[src/rtl/hub75_column_driver_if.sv]
// hub75_column_driver_if: frame_manager -> HUB75 driver column-pair stream.
// master = frame_manager side, slave = column driver side.
interface hub75_column_driver_if #(
    parameter int unsigned NUM_ROWS  = 64,
    parameter int unsigned SCAN_RATE = 32,
    parameter int unsigned RGB_RES   = 9
) ();
    localparam int unsigned ADDR_W = $clog2(SCAN_RATE);

    logic [1:0][NUM_ROWS-1:0][RGB_RES-1:0] columns;
    logic [ADDR_W-1:0]                     col_num1;
    logic                                  data_valid;
    logic                                  hub75_ready;
    logic                                  hub75_last;

    modport master (
        output columns, col_num1, data_valid,
        input  hub75_ready, hub75_last
    );

    modport slave (
        input  columns, col_num1, data_valid,
        output hub75_ready, hub75_last
    );
endinterface

[src/rtl/hub75_column_driver.sv]
// hub75_column_driver: captures one upper/lower column pair and drives it onto a HUB75 panel as BCM bit planes.
// Build option HUB75_BLANK_EN: adds BLANK_CYC OE-high guard cycles before and after every latch pulse.
module hub75_column_driver #(
    parameter int unsigned NUM_ROWS  = 64,
    parameter int unsigned SCAN_RATE = 32,
    parameter int unsigned RGB_RES   = 9,
    parameter int unsigned BASE_ON   = 8,
    parameter int unsigned BLANK_CYC = 4
) (
    input  logic                         clk_in,
    input  logic                         rst_in,
    hub75_column_driver_if.slave         stream,
    output logic [2:0]                   rgb1_out,
    output logic [2:0]                   rgb2_out,
    output logic [$clog2(SCAN_RATE)-1:0] addr_out,
    output logic                         sclk_out,
    output logic                         latch_out,
    output logic                         oe_n_out
);
    localparam int unsigned PLANES  = RGB_RES / 3;
    localparam int unsigned PLANE_W = (PLANES > 1) ? $clog2(PLANES) : 1;
    localparam int unsigned PIX_W   = (NUM_ROWS > 1) ? $clog2(NUM_ROWS) : 1;
    localparam int unsigned IDX_W   = $clog2(RGB_RES);
    localparam int unsigned ADDR_W  = $clog2(SCAN_RATE);
    localparam int unsigned MAX_ON  = BASE_ON << (PLANES - 1);
    localparam int unsigned CNT_MAX = (MAX_ON > BLANK_CYC) ? MAX_ON : BLANK_CYC;
    localparam int unsigned CNT_W   = $clog2(CNT_MAX + 1);

    typedef enum logic [2:0] {
        IDLE, SHIFT, LATCH, DISPLAY, DONE, BLANK_PRE, BLANK_POST
    } state_t;

    // state names the cycle about to be emitted; every output is loaded on the edge that enters it
    state_t                                state;
    logic [1:0][NUM_ROWS-1:0][RGB_RES-1:0] cols_q;
    logic [ADDR_W-1:0]                     col_q;
    logic [PLANE_W-1:0]                    plane;
    logic [PIX_W-1:0]                      pix;
    logic                                  ph;
    logic [CNT_W-1:0]                      cnt;
    logic                                  ready_q;
    logic                                  last_q;

    logic [CNT_W-1:0] on_last_c;
    logic             last_plane_c;
    logic             last_pix_c;
    logic [2:0]       bits_up_c;
    logic [2:0]       bits_lo_c;

    assign stream.hub75_ready = ready_q;
    assign stream.hub75_last  = last_q;

    // R, G, B bits of one pixel for the active plane
    function automatic logic [2:0] plane_bits(input logic [RGB_RES-1:0] px,
                                              input logic [PLANE_W-1:0] b);
        logic [IDX_W-1:0] bi;
        bi = IDX_W'(b);
        return {px[IDX_W'(2 * PLANES) + bi], px[IDX_W'(PLANES) + bi], px[bi]};
    endfunction

    assign on_last_c    = (CNT_W'(BASE_ON) << plane) - CNT_W'(1);
    assign last_plane_c = (plane == PLANE_W'(PLANES - 1));
    assign last_pix_c   = (pix == PIX_W'(NUM_ROWS - 1));
    assign bits_up_c    = plane_bits(cols_q[0][pix], plane);
    assign bits_lo_c    = plane_bits(cols_q[1][pix], plane);

    always_ff @(posedge clk_in) begin
        if (!rst_in) begin
            state     <= IDLE;
            ready_q   <= 1'b0;
            last_q    <= 1'b0;
            rgb1_out  <= '0;
            rgb2_out  <= '0;
            addr_out  <= '0;
            sclk_out  <= 1'b0;
            latch_out <= 1'b0;
            oe_n_out  <= 1'b1;
            cols_q    <= '0;
            col_q     <= '0;
            plane     <= '0;
            pix       <= '0;
            ph        <= 1'b0;
            cnt       <= '0;
        end else begin
            last_q    <= 1'b0;
            latch_out <= 1'b0;
            case (state)
                IDLE: begin
                    rgb1_out <= '0;
                    rgb2_out <= '0;
                    sclk_out <= 1'b0;
                    oe_n_out <= 1'b1;
                    if (ready_q && stream.data_valid) begin
                        cols_q  <= stream.columns;
                        col_q   <= stream.col_num1;
                        ready_q <= 1'b0;
                        plane   <= '0;
                        pix     <= '0;
                        ph      <= 1'b0;
                        state   <= SHIFT;
                    end else begin
                        ready_q <= 1'b1;
                    end
                end
                SHIFT: begin
                    oe_n_out <= 1'b1;
                    ph       <= ~ph;
                    if (!ph) begin
                        rgb1_out <= bits_up_c;
                        rgb2_out <= bits_lo_c;
                        sclk_out <= 1'b0;
                    end else begin
                        sclk_out <= 1'b1;
                        cnt      <= '0;
                        if (last_pix_c) begin
`ifdef HUB75_BLANK_EN
                            state <= BLANK_PRE;
`else
                            state <= LATCH;
`endif
                        end else begin
                            pix <= pix + PIX_W'(1);
                        end
                    end
                end
`ifdef HUB75_BLANK_EN
                BLANK_PRE: begin
                    rgb1_out <= '0;
                    rgb2_out <= '0;
                    sclk_out <= 1'b0;
                    oe_n_out <= 1'b1;
                    cnt      <= cnt + CNT_W'(1);
                    if (cnt == CNT_W'(BLANK_CYC - 1)) begin
                        cnt   <= '0;
                        state <= LATCH;
                    end
                end
                BLANK_POST: begin
                    rgb1_out <= '0;
                    rgb2_out <= '0;
                    sclk_out <= 1'b0;
                    oe_n_out <= 1'b1;
                    cnt      <= cnt + CNT_W'(1);
                    if (cnt == CNT_W'(BLANK_CYC - 1)) begin
                        cnt   <= '0;
                        state <= DISPLAY;
                    end
                end
`endif
                LATCH: begin
                    rgb1_out  <= '0;
                    rgb2_out  <= '0;
                    sclk_out  <= 1'b0;
                    oe_n_out  <= 1'b1;
                    latch_out <= 1'b1;
                    addr_out  <= col_q;
                    cnt       <= '0;
`ifdef HUB75_BLANK_EN
                    state     <= BLANK_POST;
`else
                    state     <= DISPLAY;
`endif
                end
                DISPLAY: begin
                    rgb1_out <= '0;
                    rgb2_out <= '0;
                    sclk_out <= 1'b0;
                    oe_n_out <= 1'b0;
                    cnt      <= cnt + CNT_W'(1);
                    if (cnt == on_last_c) begin
                        cnt <= '0;
                        if (last_plane_c) begin
                            state <= DONE;
                        end else begin
                            plane <= plane + PLANE_W'(1);
                            pix   <= '0;
                            ph    <= 1'b0;
                            state <= SHIFT;
                        end
                    end
                end
                DONE: begin
                    rgb1_out <= '0;
                    rgb2_out <= '0;
                    sclk_out <= 1'b0;
                    oe_n_out <= 1'b1;
                    last_q   <= 1'b1;
                    state    <= IDLE;
                end
                default: state <= IDLE;
            endcase
        end
    end
endmodule

[src/flat_wrapper.sv]
// flat-port wrapper written by rule: the top's interface ports become plain ports
module hub75_column_driver_flat 
#(
    parameter int unsigned NUM_ROWS  = 64,
    parameter int unsigned SCAN_RATE = 32,
    parameter int unsigned RGB_RES   = 9,
    parameter int unsigned BASE_ON   = 8,
    parameter int unsigned BLANK_CYC = 4
)
  (clk_in, rst_in, rgb1_out, rgb2_out, addr_out, sclk_out, latch_out, oe_n_out, stream_columns, stream_col_num1, stream_data_valid, stream_hub75_ready, stream_hub75_last);
  hub75_column_driver_if #(.NUM_ROWS(NUM_ROWS), .SCAN_RATE(SCAN_RATE), .RGB_RES(RGB_RES)) stream_i ();
  input  logic clk_in;
  input  logic rst_in;
  output logic [2:0] rgb1_out;
  output logic [2:0] rgb2_out;
  output logic [$clog2(SCAN_RATE)-1:0] addr_out;
  output logic sclk_out;
  output logic latch_out;
  output logic oe_n_out;
  input wire logic [$bits(stream_i.columns)-1:0] stream_columns;
  input wire logic [$bits(stream_i.col_num1)-1:0] stream_col_num1;
  input wire logic [$bits(stream_i.data_valid)-1:0] stream_data_valid;
  output wire logic [$bits(stream_i.hub75_ready)-1:0] stream_hub75_ready;
  output wire logic [$bits(stream_i.hub75_last)-1:0] stream_hub75_last;
  assign stream_i.columns = stream_columns;
  assign stream_i.col_num1 = stream_col_num1;
  assign stream_i.data_valid = stream_data_valid;
  assign stream_hub75_ready = stream_i.hub75_ready;
  assign stream_hub75_last = stream_i.hub75_last;
  hub75_column_driver #(.NUM_ROWS(NUM_ROWS), .SCAN_RATE(SCAN_RATE), .RGB_RES(RGB_RES), .BASE_ON(BASE_ON), .BLANK_CYC(BLANK_CYC)) u_core (.clk_in(clk_in), .rst_in(rst_in), .stream(stream_i), .rgb1_out(rgb1_out), .rgb2_out(rgb2_out), .addr_out(addr_out), .sclk_out(sclk_out), .latch_out(latch_out), .oe_n_out(oe_n_out));
endmodule
[config.mk]
export PLATFORM = sky130hd
export DESIGN_NAME = hub75_column_driver_flat
export DESIGN_NICKNAME = d
export VERILOG_FILES = /design/src/rtl/hub75_column_driver_if.sv /design/src/rtl/hub75_column_driver.sv /design/src/flat_wrapper.sv
export SDC_FILE = /design/constraint.sdc
export NUM_CORES = 2
export LEC_CHECK = 0
export ABC_AREA = 1
export CORE_AREA = 2 2 462 464
export CTS_CLUSTER_DIAMETER = 200
export CTS_CLUSTER_SIZE = 14
export DETAILED_ROUTE_END_ITERATION = 6
export DIE_AREA = 0 0 464 466
export GPL_ROUTABILITY_DRIVEN = 0
export PLACE_DENSITY_LB_ADDON = 0.1
export SLEW_MARGIN = 10
export SYNTH_ARGS = -nofsm -noshare
export SYNTH_HDL_FRONTEND = slang
export SYNTH_SLANG_ARGS = --single-unit
[constraint.sdc]
create_clock -name clk_in -period 4.1 [get_ports clk_in]
set_input_delay 0.82 -clock clk_in [delete_from_list [all_inputs] [get_ports clk_in]]
set_output_delay 0.82 -clock clk_in [all_outputs]
set_load 0.01 [all_outputs]
==> flow_summary.ini <==
[synth]
yosys_warnings = 0
syn-num-nets = 8876
synth.most_common_cell = nor2_1
syn_area_per_cell_um2 = 6.83
syn-cell-area_um2 = 52600
synth_ff_type = dfxtp_1
yosysSeqAreaShare_pct = 45.3
yosys.area.top_type_share_pct = 45.3
yosys.area.top_type = dfxtp_1
ys_seq_elements = 1191
synth_area_leaders = dfxtp_1 (45%), nor2_1 (13%), o21ai_0 (12%)
synthTopCellsByCount = nor2_1 (1877), o21ai_0 (1233), dfxtp_1 (1191)
async_flop_share_pct = 0
ys_types = 38
syn_inst = 7711
synth_edf_count = 0

[routing]
vias = 55600
vias_per_cell = 4.88
drt_iter0_markers = 5174
ant_nets = 0
drt-total-wl_um = 288000
wire_per_inst_um = 25.3
drc_errors = 0
drt-pass1-iter-count = 6

[job]
drv_cap = 0

[critical_path]
slowest_stage = dfxtp_4
ff2ff_path_depth = 15
critPathKind = reg2reg
worst-path-stages = 15
path_max_fanout = 67
cp-start-kind = register
cp_data_required_time_ns = 4.80
cpPeakStageDelay_ns = 0.63
path_common_cell = nand2_1
path_cells = inv_8 > buf_4 > nand3_1 > nand2_1 > nand2_1 > nand2_1 > nor2_1 > nand2_1 > nand2_1 > nand2_1 > nand3_1 > nand3_1 > nand3_1 > nand3_1 > nand2_1
cp.arrival_ns = 4.12
crit_buf_inv = 2
worst_setup_path_end_kind = register
critical-path-top-delay-family = simple AND/OR/NAND/NOR gates

[cells_and_area]
syn_to_final_growth_pct = 31.7
drive_above_1_share_pct = 3.43
fill_cells = 22800
fin_nets = 9668

[sta]
timing.final.crit_share_pct = 83.3
worst_pin_slew_ns = 1.19
slew_viol_final = 0
fin_crit_ns = 3.42
rsz0062_at_grt = no
slew_headroom_pct = 20.6
tns_ns = 0
max_freq_mhz = 293
setup_viol = 0
fin_skew_ns = 0.0269
finalHoldViolCount = 0

[run_status]
status = finished, final reports clean

[grt]
grt-ovfl-total = 0
antenna_found_initial = 141
grt_pass1_vias = 53300
grt_usage_pct = 25.5
grt_pass1_wl_um = 403000
grt_max_degree = 220

[floorplanning]
core_area_um2 = 211000
num_rows = 169
initial_core_util_pct = 24.9
die_w_um = 464
die_y_um = 466
die_area_um2 = 216000
io_pins = 1176

[power_and_ir_drop]
vdd_drop_max_uv = 570
leakage_nw = 27.6
finalPower_w = 0.0427
powerDensity_nw_per_um2 = 616

[cts]
cts_buffers = 95
htreeDepth = 3
cts_max_path_buffers = 3
hold_buffers = 0
insertion_delay_ns = 0.76
cts_setup_buffers = 0
cts_tree = built
post_cts_resize_count = 0
root_buffer = clkbuf_16
clkSlewWorstSetupHoldPaths_ns = 0.08
cts_sinks = 1191

[placed_design]
portBuffers = 1175
hpwl_um = 210000

[min_path]
hold_depth = 2
hold_class = reg2reg
## state kept, by name, indices dropped and copies added (netlist names)
register	flops
u_core.addr_out	5
u_core.cnt	6
u_core.col_q	5
u_core.cols_q	1152
u_core.latch_out	1
u_core.oe_n_out	1
u_core.ph	1
u_core.pix	6
u_core.plane	2
u_core.rgb1_out	3
u_core.rgb2_out	3
u_core.sclk_out	1
u_core.state	3
u_core.stream.hub75_last	1
u_core.stream.hub75_ready	1
## cell usage in the layout (no fill, tap or decap), types with 4 or more instances in the layout
master              n
nor2_1           1877
o21ai_0          1233
dfxtp_1          1185
clkdlybuf4s50_1  1174
nand2_1          1083
nand3_1           700
a21oi_1           468
inv_1             284
o21ai_1           132
buf_4             102
clkbuf_16          99
diode_2            53
buf_12             51
o211ai_1           42
nand4_1            11
inv_2               7
nor3_1              5
ha_1                5
nor2_2              4
dfxtp_4             4
## power breakdown
group / switching (W) / leakage (nW) / total [W] / internal [W]
Combinational: 0.0126 / 16.6 / 0.0182 / 0.00556
Clock: 0.00466 / 1.26 / 0.00899 / 0.00433
Sequential: 0.00134 / 9.74 / 0.0155 / 0.0142
Total: 0.0186 / 27.6 / 0.0427 / 0.0241
## worst paths after layout
path	to	start	slack [ns]
max	u_core.rgb2_out[1]	u_core.pix[1]	0.68
max reg2reg	u_core.rgb2_out[1]	u_core.pix[1]	0.68
min reg2reg	u_core.cols_q[512]	u_core.cols_q[512]	0.45
min	u_core.cols_q[512]	u_core.cols_q[512]	0.45
## metal layers
layer,routed length [um],vias up,global-route usage [%]
met5,553,-,0
met3,18100,388,5.22
met2,126000,1899,39.2
met1,134000,26500,35.5
met4,8880,86,8.18
li1,-,26700,-
## cell families after synthesis
group / share of synthesized area, %
adders and majority gates: 0.119
and+or+nand+nor: 28.2
buffers and inverters: 8.09
xor gates and xnor gates: 0.0666
AOI/OAI and AO/OA: 18.2
DFF: 45.3
## layout make-up
| cell class | instances | area [um^2] | area share (%) |
|---|---|---|---|
| timing repair buffer | 1328 | 13600 | 19.5 |
| sequential | 1191 | 23900 | 34.4 |
| multi-input combinational | 5590 | 24500 | 35.4 |
| tap | 2821 | 3530 | 5.09 |
| antenna | 53 | 133 | 0.191 |
| clock buffer | 102 | 2490 | 3.59 |
| clock inverter | 5 | 76.3 | 0.110 |
| inverter | 297 | 1140 | 1.65 |
## through the flow
stage,instances,setup slack [ns],hold slack (ns),util (%),cell area (um^2)
4_1_cts,11300,0.718,0.451,32.8,69200
5_1_grt,11400,0.572,0.467,32.8,69300
3_5_place_dp,11200,0.732,0.440,31.5,66600
3_3_place_gp,11200,0.609,0.433,31.5,66600
6_report,11400,0.683,0.447,32.8,69300
2_1_floorplan,7711,1.69,0.424,-,52600
## worst min-delay path: stages, from the launching register on
cell and delay, ns:
dfxtp_1 0.30, inv_1 0.05, a21oi_1 0.05
(Power assumes the default switching activity.)
